===== config.mk =====
export PLATFORM = sky130hd
export DESIGN_NAME = jt51_timer_bank
export DESIGN_NICKNAME = d
export VERILOG_FILES = /design/src/rtl/jt51_timer_pkg.sv /design/src/rtl/jt51_timer_ch.sv /design/src/rtl/jt51_timer_bank.sv
export SDC_FILE = /design/constraint.sdc
export NUM_CORES = 1
export LEC_CHECK = 0
export CAP_MARGIN = 5
export CORE_ASPECT_RATIO = 0.8
export CORE_UTILIZATION = 40
export DETAILED_ROUTE_END_ITERATION = 10
export GPL_TIMING_DRIVEN = 0
export PLACE_DENSITY = 0.69
export SLEW_MARGIN = 25
export SYNTH_ARGS = -nofsm -noshare
export SYNTH_HDL_FRONTEND = slang
export SYNTH_SLANG_ARGS = --single-unit
export TNS_END_PERCENT = 20

===== constraint.sdc =====
create_clock -name clk -period 5.3 [get_ports clk]
set_input_delay 1.06 -clock clk [delete_from_list [all_inputs] [get_ports clk]]
set_output_delay 1.06 -clock clk [all_outputs]
set_load 0.05 [all_outputs]

===== src/rtl/jt51_timer_pkg.sv =====
// rtl/jt51_timer_pkg.sv - shared defaults, mode encodings and period helper for the timer bank
package jt51_timer_pkg;

  localparam int DEF_CNT_W  = 10;
  localparam int DEF_MULT_W = 6;

  typedef enum logic {
    MODE_RELOAD  = 1'b0,
    MODE_ONESHOT = 1'b1
  } timer_mode_e;

  // Overflow period in cen ticks, counted from the tick after a load.
  function automatic longint period_ticks(input int cnt_w, input int mult_w, input longint start);
    return ((longint'(1) << cnt_w) - start) << mult_w;
  endfunction

endpackage


===== src/rtl/jt51_timer_ch.sv =====
// rtl/jt51_timer_ch.sv - one prescaled up-counting timer channel (chain input with JT51_TIMER_BANK_CHAIN_EN)
module jt51_timer_ch
  import jt51_timer_pkg::*;
#(
  parameter int CNT_W  = DEF_CNT_W,
  parameter int MULT_W = DEF_MULT_W
) (
  input  logic             clk,
  input  logic             rst,
  input  logic             cen,
  input  logic [CNT_W-1:0] start_value,
  input  logic             load,
  input  logic             set_run,
  input  logic             clr_run,
  input  logic             clr_flag,
  input  logic             oneshot,
`ifdef JT51_TIMER_BANK_CHAIN_EN
  input  logic             chain_en,
  input  logic             chain_tick,
`endif
  output logic             flag,
  output logic             overflow,
  output logic             running
);

  localparam int ACC_W = CNT_W + MULT_W;

  logic [ACC_W-1:0] acc;
  logic             run;
  logic             adv;

  // A chained channel only steps (and can only wrap) when its predecessor overflows.
`ifdef JT51_TIMER_BANK_CHAIN_EN
  assign adv = chain_en ? chain_tick : 1'b1;
`else
  assign adv = 1'b1;
`endif

  assign overflow = run & adv & (&acc);
  assign running  = run;

  always_ff @(posedge clk) begin
    if (rst) begin
      acc  <= '0;
      run  <= 1'b0;
      flag <= 1'b0;
    end else if (cen) begin
      if (load || overflow)
        acc <= {start_value, {MULT_W{1'b0}}};
      else if (run && adv)
        acc <= acc + ACC_W'(1);

      if (clr_run)
        run <= 1'b0;
      else if (set_run || load)
        run <= 1'b1;
      else if (overflow && (oneshot == MODE_ONESHOT))
        run <= 1'b0;

      if (clr_flag)
        flag <= 1'b0;
      else if (overflow)
        flag <= 1'b1;
    end
  end

endmodule


===== src/rtl/jt51_timer_bank.sv =====
// rtl/jt51_timer_bank.sv - bank of CH timer channels with shared active-low irq (chain port with JT51_TIMER_BANK_CHAIN_EN)
module jt51_timer_bank
  import jt51_timer_pkg::*;
#(
  parameter int CH     = 2,
  parameter int CNT_W  = DEF_CNT_W,
  parameter int MULT_W = DEF_MULT_W
) (
  input  logic                clk,
  input  logic                rst,
  input  logic                cen,
  input  logic [CH*CNT_W-1:0] start_value,
  input  logic [CH-1:0]       load,
  input  logic [CH-1:0]       set_run,
  input  logic [CH-1:0]       clr_run,
  input  logic [CH-1:0]       clr_flag,
  input  logic [CH-1:0]       oneshot,
  input  logic [CH-1:0]       irq_en,
`ifdef JT51_TIMER_BANK_CHAIN_EN
  input  logic [CH-1:0]       chain,
`endif
  output logic [CH-1:0]       flag,
  output logic [CH-1:0]       overflow,
  output logic [CH-1:0]       running,
  output logic                irq_n
);

`ifdef JT51_TIMER_BANK_CHAIN_EN
  // Slot 0 is a constant zero so channel 0 never sees a predecessor.
  logic [CH:0] prev_ovf;
  assign prev_ovf = {overflow, 1'b0};
`endif

  for (genvar i = 0; i < CH; i++) begin : g_ch
    jt51_timer_ch #(
      .CNT_W  (CNT_W),
      .MULT_W (MULT_W)
    ) u_ch (
      .clk         (clk),
      .rst         (rst),
      .cen         (cen),
      .start_value (start_value[i*CNT_W +: CNT_W]),
      .load        (load[i]),
      .set_run     (set_run[i]),
      .clr_run     (clr_run[i]),
      .clr_flag    (clr_flag[i]),
      .oneshot     (oneshot[i]),
`ifdef JT51_TIMER_BANK_CHAIN_EN
      .chain_en    (chain[i] & (i != 0)),
      .chain_tick  (prev_ovf[i]),
`endif
      .flag        (flag[i]),
      .overflow    (overflow[i]),
      .running     (running[i])
    );
  end

  assign irq_n = ~|(flag & irq_en);

endmodule


==> run_results.csv <==
group,metric,value,unit
status,status,"completed",
setup_path,critPathKind,"reg -> out",
global_route,grt_pass1_vias,2001,
clocking,cts-htree-levels,2,
synthesis,synth_most_common_cell,"dfxtp_1",
setup_path,end_kind,"primary output",
synthesis,synth_top_family_by_area,"simple AND/OR/NAND/NOR gates",
clocking,hold_buffers,0,
clocking,cts_tree,"done",
sta,tightest_slew,0.6701,ns
finish,n_antenna_cell,0,
synthesis,muxShareOfSynthArea,0.01349,
clocking,clock_latency,0.28,ns
finish,area_growth,25.07,%
power_and_ir_drop,p_total,593.2,uW
sta,finalSetupTns,0,ns
sta,hold_slack,0.4868,ns
finish,final_nets,364,
setup_path,critPathLaunchType,"flop",
power_and_ir_drop,p_int,433.3,uW
worst_hold_path,hold_end,"g_ch[0].u_ch.acc[1]$_SDFFE_PP0P_",
setup_path,reg2reg_slack,3.10,ns
setup_path,crit_start,"g_ch[1].u_ch.acc[0]$_SDFFE_PP0P_",
setup_path,regToRegEndpoint,"g_ch[1].u_ch.acc[8]$_SDFFE_PP0P_",
clocking,clk_pin_slew,0.07,ns
synthesis,ys_types,57,
floorplanning,start_util,0.4297,
route,drc,0,
power_and_ir_drop,p_sw_frac,0.2696,
finish,final_cells,390,
clocking,postCtsSetupRepairBufs,0,
power_and_ir_drop,pwr-share-clk,0.341,
finish,drive_gt1_frac,0.09756,
power_and_ir_drop,power_frac_seq,0.496,
global_route,grt_max_degree,11,
global_route,grt_overflow_total,0,
floorplanning,dieArea,5869,um^2
sta,relSlewSlack,0.5533,
floorplanning,fp.dieH,68.72,um
power_and_ir_drop,comb_power_share,0.163,
clocking,root_buffer,"clkbuf_8",
floorplanning,io_pins,42,
synthesis,synthXorXnorAreaFrac,0.03148,
setup_path,r2r_start,"g_ch[1].u_ch.acc[0]$_SDFFE_PP0P_",
route,drtIter0Drc,170,
setup_path,r2r_cells,6,
flow_run,cap_violations,0,
synthesis,synth_fa_ha_area_frac,0.01124,
worst_hold_path,hold_path.class,"reg -> reg",
synthesis,yosysTopAreaCell,"dfxtp_1",
synthesis,netlist_top_cells_count,"36 x dfxtp_1, 23 x nand2_1, 21 x nor2_1",
route,wl_per_cell,15.52,um
route,routed_wl,6053,um
synthesis,synth_area,2226,um^2
synthesis,synth.net_count,318,
synthesis,avgSynthCellArea,7.921,um^2
sta,final_max_slew_viol_count,0,
route,vias,2364,
setup_path,required,4.24,ns
power_and_ir_drop,p_leak,0.9194,nW
global_route,grt_usage,0.2157,
clocking,cts_made_buffers,5,
synthesis,synth-main-ff-cell,"dfxtp_1",
sta,final-hold-violation-count,0,
clocking,post_cts_resized,0,
clocking,cts_sinks,36,
sta,rsz0062_at_grt,"no",
floorplanning,die_w,85.40,um
floorplanning,fp.coreArea,5180,um^2
placement,dp_cells,382,
route,ant_nets,0,
route,via_per_inst,6.062,
sta,setup-violations-final,0,
sta,max_freq,257.3,MHz
sta,fin_crit_sh,0.7332,
clocking,cts_buffer_depth,2,
synthesis,synthTopCellsByArea,"dfxtp_1 32%, nand3_1 4.3%, a21oi_1 4.0%",
synthesis,ys_warn_count,0,
placement,place_congestion,0.8637,
sta,fin_crit,3.886,ns
route,dr.pass1.iters,4,
setup_path,crit_fanout,9,
synthesis,synth_compound_area_frac,0.2513,
worst_hold_path,holdCritStartpoint,"g_ch[0].u_ch.acc[1]$_SDFFE_PP0P_",
power_and_ir_drop,vdd_drop_max,0.09567,mV
synthesis,ys_ff_latch,36,
power_and_ir_drop,p_switching,159.9,uW
power_and_ir_drop,powerDensity,213.1,nW/um^2
global_route,antenna_found_initial,0,
synthesis,synth_enable_flop_cells,0,
setup_path,crit_slowest_cell,"clkdlybuf4s50_1",
placement,io_buffers,39,
worst_hold_path,hold_depth,2,
setup_path,path_cells,"ha_1, nand3_1, nor4b_4, and2_2, buf_4, clkdlybuf4s50_1",
synthesis,synth_top_area_share,0.3238,
floorplanning,rows,23,
sta,fin_skew,0.008312,ns
synthesis,synth_seq_area_share,0.3238,
synthesis,yosys.area_share.simple,0.3075,
placement,hpwl,4386,um
synthesis,syn_inst,281,
setup_path,arrival,2.83,ns
synthesis,ys_async_sr_fraction,0,
global_route,grt_pass1_wl,9880,um
setup_path,slowest_delay,0.78,ns
## routing by layer
layer / vias up / GRT usage / routed length (um)
met5: - / 0 / 0
met4: 0 / 0.04583 / 30
met3: 2 / 0.04524 / 429
met2: 95 / 0.3300 / 2468
met1: 1122 / 0.3126 / 3125
li1: 1145 / - / -
## power by group through the flow
stage | clock network [mW] | registers (mW) | logic, mW
3_3_place_gp | 0 | 0.300 | 0.0949
5_1_grt | 0.221 | 0.296 | 0.105
6_report | 0.202 | 0.294 | 0.0968
3_5_place_dp | 0 | 0.300 | 0.0954
2_1_floorplan | 0 | 0.297 | 0.0541
4_1_cts | 0.209 | 0.294 | 0.0960
## state kept, by name, summed over array words and instances (netlist names)
name / flops
g_ch.u_ch.acc: 32
g_ch.u_ch.flag: 2
g_ch.u_ch.running: 2
## worst max-delay path by stage
stage,end,cells past startpoint,slack (ns)
2_1_floorplan,irq_n,1,2.36
3_3_place_gp,overflow[1],6,1.75
3_5_place_dp,overflow[1],6,1.74
4_1_cts,overflow[1],6,1.42
5_1_grt,overflow[1],6,1.30
6_report,overflow[1],6,1.41
## cell type report
| cell class | count | area, um^2 |
|---|---|---|
| multi-input cells | 217 | 1369 |
| well taps | 62 | 77.57 |
| repair buffers | 39 | 390.4 |
| clock buffers | 8 | 90.09 |
| fillers | 497 | 2396 |
| plain buffers | 23 | 117.6 |
| inverters | 5 | 18.77 |
| flip-flops and latches | 36 | 720.7 |
## metrics by stage
| stage | utilization | worst slack, ns | instance area, um^2 |
|---|---|---|---|
| 3_5_place_dp | 0.5200 | 1.739 | 2694 |
| 4_1_cts | 0.5374 | 1.416 | 2784 |
| 2_1_floorplan | - | 2.360 | 2226 |
| 6_report | 0.5374 | 1.414 | 2784 |
| 5_1_grt | 0.5374 | 1.305 | 2784 |
| 3_3_place_gp | 0.5200 | 1.749 | 2694 |
## cells in the final DEF, fill, tap and decap left out, drive strengths merged, types with 3 or more instances in the layout
master,instances
a21oi,19
o21a,4
buf,8
xor2,4
and3,8
clkdlybuf4s50,39
nand4,9
nor4b,3
o21ai,22
nor2,22
a32o,3
a211oi,9
nor4,9
a41oi,3
nand2,23
mux2i,3
o211ai,4
nor2b,5
clkbuf,23
a31oi,3
dfxtp,36
inv,5
nor3,11
or3,4
nand3,20
xnor2,4
## cell families after synthesis
| family | count (synthesis) |
|---|---|
| AOI/OAI and AO/OA | 82 |
| adders and majority gates | 2 |
| DFF | 36 |
| buffers and inverters | 28 |
| xor gates and xnor gates | 8 |
| and+or+nand+nor | 122 |
| muxes | 3 |
## worst max-delay path, delay by kind of cell (launching register included)
| family | cells | cell delay (ns) |
|---|---|---|
| AND/OR/NAND/NOR | 3 | 1.05 |
| flip-flops | 1 | 0.39 |
| buffers and inverters | 2 | 0.89 |
| adder cells (fa/ha/maj) | 1 | 0.21 |
Note: power is estimated with default switching activity, not from simulation.
